===== src/rtl/shifter_pkg.sv =====
// Shared encodings for the iterative shift unit.
// Operation codes and FSM states used by iter_shifter and shift_step.
package shifter_pkg;

    localparam logic [1:0] OP_SLL  = 2'b00;
    localparam logic [1:0] OP_SRL  = 2'b01;
    localparam logic [1:0] OP_SRA  = 2'b10;
    localparam logic [1:0] OP_ROTR = 2'b11;

    typedef enum logic [1:0] {
        S_IDLE = 2'd0,
        S_RUN  = 2'd1,
        S_DONE = 2'd2
    } state_e;

endpackage


===== src/rtl/shift_step.sv =====
// Combinational single-step shifter: shifts work_i by k_i (1..STEP) bits.
// Rotate datapath present only when SHIFTER_ROTR_EN is defined.
module shift_step
    import shifter_pkg::*;
#(
    parameter int WIDTH = 32,
    parameter int KW    = 3
) (
    input  logic [WIDTH-1:0] work_i,
    input  logic [1:0]       op_i,
    input  logic [KW-1:0]    k_i,
    output logic [WIDTH-1:0] next_o
);

    always_comb begin
        next_o = work_i >> k_i;
        unique case (op_i)
            OP_SLL:  next_o = work_i << k_i;
            OP_SRA:  next_o = $signed(work_i) >>> k_i;
`ifdef SHIFTER_ROTR_EN
            OP_ROTR: next_o = (work_i >> k_i)
                            | (work_i << (WIDTH - 32'(k_i)));
`endif
            default: next_o = work_i >> k_i;
        endcase
    end

endmodule


===== src/rtl/iter_shifter.sv =====
// Multi-cycle SLL/SRL/SRA(/ROTR) unit, at most STEP bits per clock.
// Define SHIFTER_ROTR_EN to make op=11 a rotate right instead of SRL.
module iter_shifter
    import shifter_pkg::*;
#(
    parameter int WIDTH = 32,
    parameter int STEP  = 4,
    parameter int SHW   = $clog2(WIDTH)
) (
    input  logic             clk,
    input  logic             reset,
    input  logic             start,
    input  logic [1:0]       op,
    input  logic [SHW-1:0]   shamt,
    input  logic [WIDTH-1:0] operand,
    output logic             busy,
    output logic             done,
    output logic [WIDTH-1:0] result
);

    localparam int KW = $clog2(STEP + 1);

    state_e           state_q;
    logic [1:0]       op_q;
    logic [WIDTH-1:0] work_q;
    logic [SHW-1:0]   rem_q;
    logic [WIDTH-1:0] result_q;
    logic             busy_q;
    logic             done_q;

    logic [KW-1:0]    k_d;
    logic [SHW-1:0]   rem_d;
    logic [WIDTH-1:0] work_d;

    // k = min(rem, STEP); STEP < WIDTH so it always fits in SHW bits
    always_comb begin
        k_d   = (rem_q > SHW'(STEP)) ? KW'(STEP) : rem_q[KW-1:0];
        rem_d = rem_q - SHW'(k_d);
    end

    shift_step #(
        .WIDTH (WIDTH),
        .KW    (KW)
    ) u_step (
        .work_i (work_q),
        .op_i   (op_q),
        .k_i    (k_d),
        .next_o (work_d)
    );

    always_ff @(posedge clk) begin
        if (reset) begin
            state_q  <= S_IDLE;
            op_q     <= '0;
            work_q   <= '0;
            rem_q    <= '0;
            result_q <= '0;
            busy_q   <= 1'b0;
            done_q   <= 1'b0;
        end else begin
            unique case (state_q)
                S_IDLE, S_DONE: begin
                    done_q <= 1'b0;
                    busy_q <= 1'b0;
                    state_q <= S_IDLE;
                    if (start) begin
                        op_q   <= op;
                        work_q <= operand;
                        rem_q  <= shamt;
                        if (shamt == '0) begin
                            state_q  <= S_DONE;
                            done_q   <= 1'b1;
                            result_q <= operand;
                        end else begin
                            state_q <= S_RUN;
                            busy_q  <= 1'b1;
                        end
                    end
                end
                S_RUN: begin
                    work_q <= work_d;
                    rem_q  <= rem_d;
                    if (rem_d == '0) begin
                        state_q  <= S_DONE;
                        busy_q   <= 1'b0;
                        done_q   <= 1'b1;
                        result_q <= work_d;
                    end
                end
                default: begin
                    state_q <= S_IDLE;
                    busy_q  <= 1'b0;
                    done_q  <= 1'b0;
                end
            endcase
        end
    end

    assign busy   = busy_q;
    assign done   = done_q;
    assign result = result_q;

endmodule

===== config.mk =====
export PLATFORM = sky130hd
export DESIGN_NAME = iter_shifter
export DESIGN_NICKNAME = d
export VERILOG_FILES = /design/src/rtl/shifter_pkg.sv /design/src/rtl/shift_step.sv /design/src/rtl/iter_shifter.sv
export SDC_FILE = /design/constraint.sdc
export NUM_CORES = 1
export LEC_CHECK = 0
export BUFFER_PORTS_ARGS = -buffer_cell sky130_fd_sc_hd__buf_4
export CAP_MARGIN = 20
export CORE_MARGIN = 4
export CORE_UTILIZATION = 40
export CTS_BUF_LIST = sky130_fd_sc_hd__clkbuf_4 sky130_fd_sc_hd__clkbuf_8
export CTS_CLUSTER_SIZE = 24
export DETAILED_ROUTE_END_ITERATION = 8
export GPL_TIMING_DRIVEN = 0
export SLEW_MARGIN = 5
export SYNTH_ARGS = -nofsm -noshare
export SYNTH_HDL_FRONTEND = slang
export SYNTH_HIERARCHICAL = 1
export SYNTH_SLANG_ARGS = --single-unit

===== constraint.sdc =====
create_clock -name clk -period 2.7 [get_ports clk]
set_input_delay 0.27 -clock clk [delete_from_list [all_inputs] [get_ports clk]]
set_output_delay 0.27 -clock clk [all_outputs]
set_load 0.05 [all_outputs]

==> summary.md <==
The tightest min-delay check is of the in2reg type. For the final database, setup skew stands at 0.0122 ns. The worst setup path is captured at a register. The mapped cell area came out at 0.00541 mm².

The number of cells on the worst reg-to-reg path is 9. The horizontal die dimension was 124 µm. Counting every instance in the synthesized netlist gives 616.

The placed wire-length estimate was 14.9 mm; the count of state elements after synthesis was 74. Mean instance size in the synthesized netlist: 8.78 µm². Setup violations remaining at the end of the flow were counted as 0. The logs give 2 for the maximum clock path buffer count and 67 for the distinct cell type count after synthesis.

The cell total after placement is 866. Sequential share of the synthesized area: 0.274. The tools report the overall power consumption as 0.00446 W. Setup slack closes at 0.0682 ns. The final-report hold violation count was 0; the clock sink count was 74.

The all-layer global routing usage is 0.250, and the number of nets at the end of the flow is 749. The count of hold buffers inserted by post-cts repair was 0. On the critical path the largest part of the delay comes from multiplexers.

The fraction of layout instances using a drive strength above 1 is 0.353, and the final standard cell count with taps included and fillers excluded is 887. The die covers 0.0154 mm². The final count of pins violating max slew was 0.

The critical path in this run is classified as reg2reg. After detailed routing, the average wire length per cell comes to 22.7 µm. The tools report the source of the worst register-to-register timing path as rem_q[4]. The largest individual stage delay along the critical path comes from the cell a2111oi_2.

VDD sags by at most 315 µV. The critical path required time was 2.93 ns; the count of buffers from port buffering was 74. The most used flip-flop cell after synthesis is dfxtp_1. In the routed design, unresolved DRC markers number 0. Along the worst path, the maximum fanout reaches 10. After detailed routing, the number of vias per cell comes to 6.18. Across the run, the number of max-cap violations was 0. The tools report the via count of the first global-routing pass as 5456. Together, buffers and inverters on the worst path number 2. The pre-CTS setup slack is -0.194 ns.

The CTS root buffer is clkbuf_8. The fraction of registers with async set/reset works out to 0. The floorplan step defined a core boundary enclosing 0.0132 mm². The arrival time reported for the critical path endpoint is 2.86 ns. The height of the die was 124 µm. The worst slew margin relative to its limit is 0.486.

The synthesized design contains 0 enable-type register cells. Origin of the worst min-delay path: op[0]. At the later pin of the worst-skew pair, clock insertion delay measures 0.38 ns. The logs give 30.7 mm for the wire length of the first global-routing pass and 9 for the clock buffer count from CTS.

At the pin with the least slew margin, the transition time is 0.767 ns. During I/O placement, the number of pins put on the boundary was 76. The wire length reported by the detailed router was 20.1 mm; the maximum operating frequency was 380 MHz. Across all register-to-register paths, the minimum setup slack is 0.07 ns. The effective utilization at floorplan came out at 0.408. The global placer's final weighted congestion was 0.945; the number of placement rows was 42. During synthesis, Yosys emitted a total of 6 warnings. The number of nets in the synthesized netlist is 659. In this run the static leakage power is 2.40 nW.

For this run the aggregate overflow at the end of global routing stands at 0. The count of antenna diodes in the layout came out at 0. Setup repair after global routing could not meet its margin everywhere. The clock period minus final worst setup slack was 2.63 ns. The destination of the worst hold path is op_q[0].

The relative area change from synthesis to final layout was 28.6%; the via total after detailed routing was 5479. The tools report the post-placement cell area as 0.00618 mm². Traced cell by cell, the critical path runs through nor3_4 -> and2_4 -> buf_12 -> buf_12 -> mux2_2 -> a2111oi_2 -> a31oi_2 -> mux2i_1 -> a221oi_2. Entering global routing, the biggest net connects 13 pins. Fill cells in the final layout number 1326. After clock tree synthesis, the clock-pin slew on the worst setup and hold paths is 0.08 ns. The power density of the placed cells was 641 mW/mm²; the number of DRC violations after detailed-routing iteration 0 was 493. The largest single stage delay on the critical path is 0.41 ns.

The run gives 0 as the number of antenna violations at the first check in global routing. The share of the clock period used by the worst path is 0.975. TritonCTS built the clock tree. In this run the remaining antenna-violating nets after routing total 0.

After routing the design area is 0.00695 mm². The critical path launch point type was a register. The number of search-and-repair iterations in the first detailed-routing pass is 5.

In this run the critical register-to-register path is captured at result[14]. In this design, the critical path's most frequently occurring cell is buf_12. CTS built an H-tree with a depth of 3. Worst hold path cell count: 3. The run finished with clean final reports.
through the flow:
step                      utilization  TNS, ns  hold slack [ns]
after floorplan                     -        0            0.406
after global placement          0.467    -4.50            0.464
after detailed placement        0.467    -5.07            0.465
after CTS                       0.501   -0.131            0.121
after global routing            0.525  -0.0851            0.147
final                           0.525        0            0.148
cell families after synthesis:
kind of cell	share of synthesized area
other cells	0.000694
flops	0.274
simple gates	0.147
mux	0.190
compound gates	0.314
fa+ha+maj	0.00231
xor+xnor	0.00324
buf+inv	0.0685
layer usage:
metal,track usage,vias to the layer above,part of all wire
li1,-,2549,-
met1,0.344,2632,0.44
met2,0.388,263,0.45
met3,0.0545,35,0.084
met4,0.0832,0,0.022
met5,0,-,0
sequential cells by signal (all words and copies together), names as in the netlist:
name,cells
busy,1
rem_q,5
result,32
op_q,2
state_q,2
work_q,32
synthesized netlist by cell type (4+ instances only):
| library cell | instances | area, µm² |
|---|---|---|
| nor3_1 | 6 | 30.0 |
| o21ai_0 | 9 | 45.0 |
| o22ai_1 | 18 | 113 |
| nand3_1 | 4 | 20.0 |
| buf_6 | 8 | 90.1 |
| nand2_1 | 37 | 139 |
| a221oi_2 | 30 | 450 |
| buf_4 | 6 | 45.0 |
| a21oi_1 | 16 | 80.1 |
| nor2_1 | 88 | 330 |
| mux2_2 | 10 | 113 |
| and2_1 | 4 | 25.0 |
| mux2i_1 | 81 | 811 |
| buf_2 | 22 | 110 |
| clkbuf_1 | 25 | 93.8 |
| o211ai_1 | 5 | 37.5 |
| mux4_2 | 4 | 90.1 |
| a2111oi_0 | 9 | 78.8 |
| a31oi_1 | 16 | 100 |
| nand2b_1 | 10 | 62.6 |
| o22a_1 | 15 | 131 |
| a22oi_1 | 7 | 52.6 |
| dfxtp_1 | 74 | 1480 |
| inv_1 | 4 | 15.0 |
| a211oi_1 | 40 | 300 |
| nor2b_1 | 8 | 50.1 |
power by group:
part           internal [W]  switching (W)
Sequential          0.00121       0.000169
Clock              0.000633       0.000424
Combinational      0.000804        0.00122
Total               0.00265        0.00181
tightest hold or removal path, delay by kind of cell:
kind / cells / cell delay, ns
buf+inv: 1 / 0.11
simple gates: 1 / 0.05
compound gates: 1 / 0.05
area by class of cell:
cell class                 instances  area (µm²)  area share
timing repair buffer              81         641      0.0921
sequential                        74        1490       0.214
clock inverter                     5         103      0.0148
clock buffer                      11         139      0.0200
tap                              176         220      0.0317
inverter                           5        18.8     0.00270
buffer                            62         449      0.0646
multi-input combinational        473        3900       0.560
cell usage in the layout, fill, tap and decap left out, types with 4 or more instances in the layout:
master and count:
a2111oi_2 7, a211oi_1 38, a21oi_1 16, a221oi_2 31, a22oi_1 6, a31oi_1 13, buf_12 7, buf_2 17
buf_4 81, buf_6 6, clkbuf_1 21, clkbuf_4 5, clkbuf_8 9, dfxtp_1 72, inv_1 4, mux2_2 10
mux2i_1 50, mux2i_2 26, mux2i_4 5, mux4_2 4, nand2_1 37, nand2b_1 10, nand3_1 4, nor2_1 87
nor2b_1 8, nor3_1 6, o211ai_1 5, o21ai_0 9, o22a_1 15, o22ai_1 12, o22ai_2 5
how the worst max path moves through the flow:
stage | start | endpoint | cells past startpoint
finish | rem_q[4] | result[14] | 9
global route | rem_q[4] | result[4] | 10
CTS | rem_q[3] | result[12] | 11
detailed placement | rem_q[2] | result[16] | 11
global placement | rem_q[2] | result[16] | 11
floorplan | rem_q[2] | result[10] | 10
what timing repair did:
item / in CTS / in global routing
cloned: 1 / 2
setup endpoints to repair: 56 / 61
pin swaps: 4 / 10
gates resized for setup: 52 / 64
setup buffers: 2 / 2
Note: power is estimated with default switching activity, not from simulation.
